[src/rtl/imm_extend_unit.sv]
// Immediate extender: zero/sign extension with optional left shift and overflow detect,
// behind a valid/ready interface with an output register plus a one-entry skid register.
module imm_extend_unit #(
  parameter int unsigned IN_W    = 2,
  parameter int unsigned OUT_W   = 8,
  parameter int unsigned SHIFT_W = 3,
  parameter int unsigned CNT_W   = 16
) (
  input  logic               clk,
  input  logic               rst_n,
  input  logic               in_valid,
  output logic               in_ready,
  input  logic [IN_W-1:0]    immediate,
  input  logic [1:0]         mode,
  input  logic [SHIFT_W-1:0] shamt,
  output logic               out_valid,
  input  logic               out_ready,
  output logic [OUT_W-1:0]   extended,
  output logic               overflow,
  output logic [CNT_W-1:0]   xfer_count
);

  localparam int unsigned FullW = OUT_W + (2 ** SHIFT_W) - 1;

  logic               w_signed;
  logic               w_sign;
  logic [FullW-1:0]   w_ext;
  logic [SHIFT_W-1:0] w_shamt;
  logic [FullW-1:0]   w_full;
  logic               w_res_sign;
  logic [FullW-1:0]   w_reext;
  logic               w_ovf;
  logic [OUT_W:0]     w_new;

  assign w_signed   = (mode == 2'b01) || (mode == 2'b10);
  assign w_sign     = w_signed & immediate[IN_W-1];
  assign w_ext      = {{(FullW - IN_W){w_sign}}, immediate};
  assign w_shamt    = mode[1] ? shamt : '0;
  assign w_full     = w_ext << w_shamt;
  // Overflow: truncated result, re-extended with the same signedness, no longer matches.
  assign w_res_sign = w_signed & w_full[OUT_W-1];
  assign w_reext    = {{(FullW - OUT_W){w_res_sign}}, w_full[OUT_W-1:0]};
  assign w_ovf      = mode[1] & (w_full != w_reext);
  assign w_new      = {w_ovf, w_full[OUT_W-1:0]};

  logic             r_or_valid, w_or_valid_d;
  logic [OUT_W:0]   r_or_data,  w_or_data_d;
  logic             r_sk_valid, w_sk_valid_d;
  logic [OUT_W:0]   r_sk_data,  w_sk_data_d;
  logic [CNT_W-1:0] r_xfer,     w_xfer_d;
  logic             w_accept;
  logic             w_drain;

  assign in_ready = ~r_sk_valid;
  assign w_accept = in_valid & ~r_sk_valid;
  assign w_drain  = r_or_valid & out_ready;

  always_comb begin
    w_or_valid_d = r_or_valid;
    w_or_data_d  = r_or_data;
    w_sk_valid_d = r_sk_valid;
    w_sk_data_d  = r_sk_data;
    w_xfer_d     = r_xfer;
    if (w_drain) begin
      w_xfer_d = r_xfer + 1'b1;
      if (r_sk_valid) begin
        // Skid full means no accept this cycle; promote it.
        w_or_data_d  = r_sk_data;
        w_sk_valid_d = 1'b0;
      end else if (w_accept) begin
        w_or_data_d = w_new;
      end else begin
        w_or_valid_d = 1'b0;
      end
    end else if (w_accept) begin
      if (!r_or_valid) begin
        w_or_valid_d = 1'b1;
        w_or_data_d  = w_new;
      end else begin
        w_sk_valid_d = 1'b1;
        w_sk_data_d  = w_new;
      end
    end
  end

  always_ff @(posedge clk or negedge rst_n) begin
    if (!rst_n) begin
      r_or_valid <= 1'b0;
      r_or_data  <= '0;
      r_sk_valid <= 1'b0;
      r_sk_data  <= '0;
      r_xfer     <= '0;
    end else begin
      r_or_valid <= w_or_valid_d;
      r_or_data  <= w_or_data_d;
      r_sk_valid <= w_sk_valid_d;
      r_sk_data  <= w_sk_data_d;
      r_xfer     <= w_xfer_d;
    end
  end

  assign out_valid  = r_or_valid;
  assign extended   = r_or_data[OUT_W-1:0];
  assign overflow   = r_or_data[OUT_W];
  assign xfer_count = r_xfer;

endmodule

[config.mk]
export PLATFORM = sky130hd
export DESIGN_NAME = imm_extend_unit
export DESIGN_NICKNAME = d
export VERILOG_FILES = /design/src/rtl/imm_extend_unit.sv
export SDC_FILE = /design/constraint.sdc
export NUM_CORES = 1
export LEC_CHECK = 0
export BUFFER_PORTS_ARGS = -buffer_cell sky130_fd_sc_hd__buf_4
export CAP_MARGIN = 30
export CORE_UTILIZATION = 45
export CTS_CLUSTER_DIAMETER = 80
export DETAILED_ROUTE_END_ITERATION = 8
export PLACE_DENSITY = 0.66
export SYNTH_ARGS = -nofsm -noshare
export SYNTH_HDL_FRONTEND = slang
export SYNTH_SLANG_ARGS = --single-unit
[constraint.sdc]
create_clock -name clk -period 2.8 [get_ports clk]
set_clock_uncertainty 0.15 [all_clocks]
set_input_delay 0.28 -clock clk [delete_from_list [all_inputs] [get_ports clk]]
set_output_delay 0.28 -clock clk [all_outputs]
set_load 0.01 [all_outputs]
==> results.sh <==
export IMPL_status="complete, no violations"
export IMPL_cts_htree_levels=2
export IMPL_ys_async_sr_fraction=1.000
export IMPL_synth_common_cells="dfrtp_1 (36), nand2_1 (27), o21ai_0 (11)"
export IMPL_final_core_util=0.5699
export IMPL_multi_input_area_um2=920.9
export IMPL_final_seq_area_um2=900.9
export IMPL_finalCritPeriodShare=0.7455
export IMPL_cts_setup_buffers=0
export IMPL_critPathSlowestCell="dfrtp_1"
export IMPL_seq_area_frac_synth=0.4746
export IMPL_drtPass1Iterations=4
export IMPL_grt_max_degree=37
export IMPL_core_um2=4029
export IMPL_synth_warning_count=0
export IMPL_synth_flop_cell="dfrtp_1"
export IMPL_gr_total_overflow=0
export IMPL_die_area_um2=4482
export IMPL_die_h_um=66.95
export IMPL_rows=23
export IMPL_cts_tree="built"
export IMPL_ant_nets=0
export IMPL_power_density_nw_per_um2=847.0
export IMPL_antenna_cells=0
export IMPL_synthCells=195
export IMPL_grt_use_total=0.1925
export IMPL_maxSlewHeadroom=0.6536
export IMPL_cpPeakStageDelay_ns=0.44
export IMPL_gp_congestion=0.7680
export IMPL_tightest_slew_ns=0.5148
export IMPL_required_ns=2.82
export IMPL_syn_avg_cell_area_um2=9.734
export IMPL_rsz0062_at_grt="no"
export IMPL_critPathKind="register to register"
export IMPL_cts_buffers=5
export IMPL_drcViolationCount=0
export IMPL_cts_sinks=36
export IMPL_critPathLaunch="out_valid"
export IMPL_crit_chain="and2_4 -> clkinv_8 -> ha_1 -> o21ba_2 -> nand2_1 -> o311ai_0"
export IMPL_max_cap_viol_count=0
export IMPL_io_buffers=37
export IMPL_synth_edff_count=0
export IMPL_period_needed_ns=2.087
export IMPL_critPathCaptureType="register"
export IMPL_synth_fp_nets=208
export IMPL_grt_antenna_before_repair=0
export IMPL_crit_family="compound AO/OA/AOI/OAI gates"
export IMPL_synth_top_cell_by_area="dfrtp_1"
export IMPL_synth_area_leaders="dfrtp_1 (47%), nand2_1 (5.3%), xnor2_1 (4.2%)"
export IMPL_holdCritStartpoint="out_ready"
export IMPL_place_hpwl_mm=2.822
export IMPL_setup_tns_final_ns=0
export IMPL_hp_class="input pin to register"
export IMPL_initial_core_util=0.4711
export IMPL_setup_viol=0
export IMPL_cp_arrival_ns=2.11
export IMPL_wl_mm=3.831
export IMPL_nFillCells=376
export IMPL_power_leakage_uw=0.001067
export IMPL_drive_gt1_frac=0.2275
export IMPL_hold_violations=0
export IMPL_wl_per_cell_um=13.54
export IMPL_syn2layout_area_growth_pct=20.96
export IMPL_critPathBufInv=1
export IMPL_clock_path_buffers=2
export IMPL_slew_violations=0
export IMPL_r2r_start="out_valid"
export IMPL_crit_fanout=10
export IMPL_clk_latency_ns=0.29
export IMPL_synth_most_common_cell="dfrtp_1"
export IMPL_vias_per_cell=5.512
export IMPL_synthDistinctLibCells=51
export IMPL_peakVddDrop_mv=0.3586
export IMPL_synth_area_um2=1898
export IMPL_cts_clk_slew_worst_paths_ns=0.07
export IMPL_initialDrtViolationCount=81
export IMPL_ios=38
export IMPL_dieWidth_um=66.95
export IMPL_vias=1560
export IMPL_synth_top_cell_area_share=0.4746
export IMPL_ys_ff_latch=36
export IMPL_fmax_mhz=479.0
export IMPL_first_global_vias=1415
export IMPL_fin_nets=245
export IMPL_root_buffer="clkbuf_8"
export IMPL_start_kind="register"
export IMPL_cts_resized_gates=0
export IMPL_grt_pass1_wl_mm=6.479
flip-flops by register name, indices dropped and copies added (netlist names):
| name | flops |
|---|---|
| out_valid | 1 |
| r_or_data | 9 |
| r_sk_data | 9 |
| r_sk_valid | 1 |
| xfer_count | 16 |
metrics by stage:
step / power [uW] / area (um^2) / setup WS (ns) / instances / hold WS, ns
after floorplan: 1277 / 1898 / 0.8044 / 195 / -0.1656
after global placement: 1573 / 2193 / 0.8056 / 274 / 0.1113
after detailed placement: 1589 / 2193 / 0.7019 / 274 / 0.1112
after CTS: 1968 / 2296 / 0.6880 / 283 / 0.06853
after global routing: 2095 / 2296 / 0.4849 / 283 / 0.06683
final: 1945 / 2296 / 0.7125 / 283 / 0.06716
where the power goes:
part           switching, uW  total [uW]  internal (uW)
logic                    360         716            356
registers                149         849            700
clock network            184         380            196
layer usage:
metal	vias to the layer above	track usage	part of all wire
met5	-	0	0
met4	0	0.07979	0.019
met3	7	0.03596	0.032
met2	32	0.3194	0.47
met1	747	0.2428	0.47
li1	774	-	-
worst register-to-register path: stages (launching register included):
cell,delay [ns]
dfrtp_1,0.44
and2_4,0.25
clkinv_8,0.07
ha_1,0.21
o21ba_2,0.27
nand2_1,0.22
o311ai_0,0.37
layout by cell type (no fill, tap or decap), types with 3 or more instances in the layout:
master and count:
buf_4 37, and2_1 3, nor2b_1 5, o211ai_1 4, nand3_1 6, nor2_1 10
nor3_1 5, and3_1 3, nand4_1 4, nand2b_1 3, o21a_1 3, inv_1 4
clkbuf_8 6, o21ai_0 11, a21oi_1 10, xnor2_1 9, dfrtp_1 36, xor2_1 7
nand2_1 27
path summary, 6_finish.rpt:
check / cells past startpoint / end / slack, ns
worst max-delay path: 6 / r_or_data[1] / 0.71
worst min-delay path: 2 / r_sk_valid / 0.07
worst max register to register: 6 / r_or_data[1] / 0.71
worst min register to register: 1 / xfer_count[15] / 0.32
max in group asynchronous: 2 / r_sk_data[5] / 1.86
min in group asynchronous: 2 / xfer_count[0] / 0.33
cell families (layout without fill, tap and decap cells):
| kind of cell | after synthesis | count (layout) | share of synthesized area |
|---|---|---|---|
| AO/OA/AOI/OAI | 49 | 49 | 0.1813 |
| XOR/XNOR | 16 | 16 | 0.07383 |
| adder cells (fa/ha/maj) | 2 | 2 | 0.01318 |
| buffers and inverters | 13 | 51 | 0.04021 |
| flip-flops | 36 | 36 | 0.4746 |
| multiplexers | 1 | 1 | 0.005932 |
| AND/OR/NAND/NOR | 78 | 78 | 0.2110 |
timing repair:
action,CTS,global route
setup endpoints to repair,0,0
hold endpoints to repair,36,0
hold buffers,1,0
cell type report:
class                           count  share of cell area
Inverter                            5             0.01362
Tap cell                           50             0.02725
Timing Repair Buffer               38              0.1253
Clock buffer                        6             0.03597
Clock inverter                      2            0.004360
Multi-Input combinational cell    146              0.4011
Sequential cell                    36              0.3924
(Power assumes the default switching activity.)
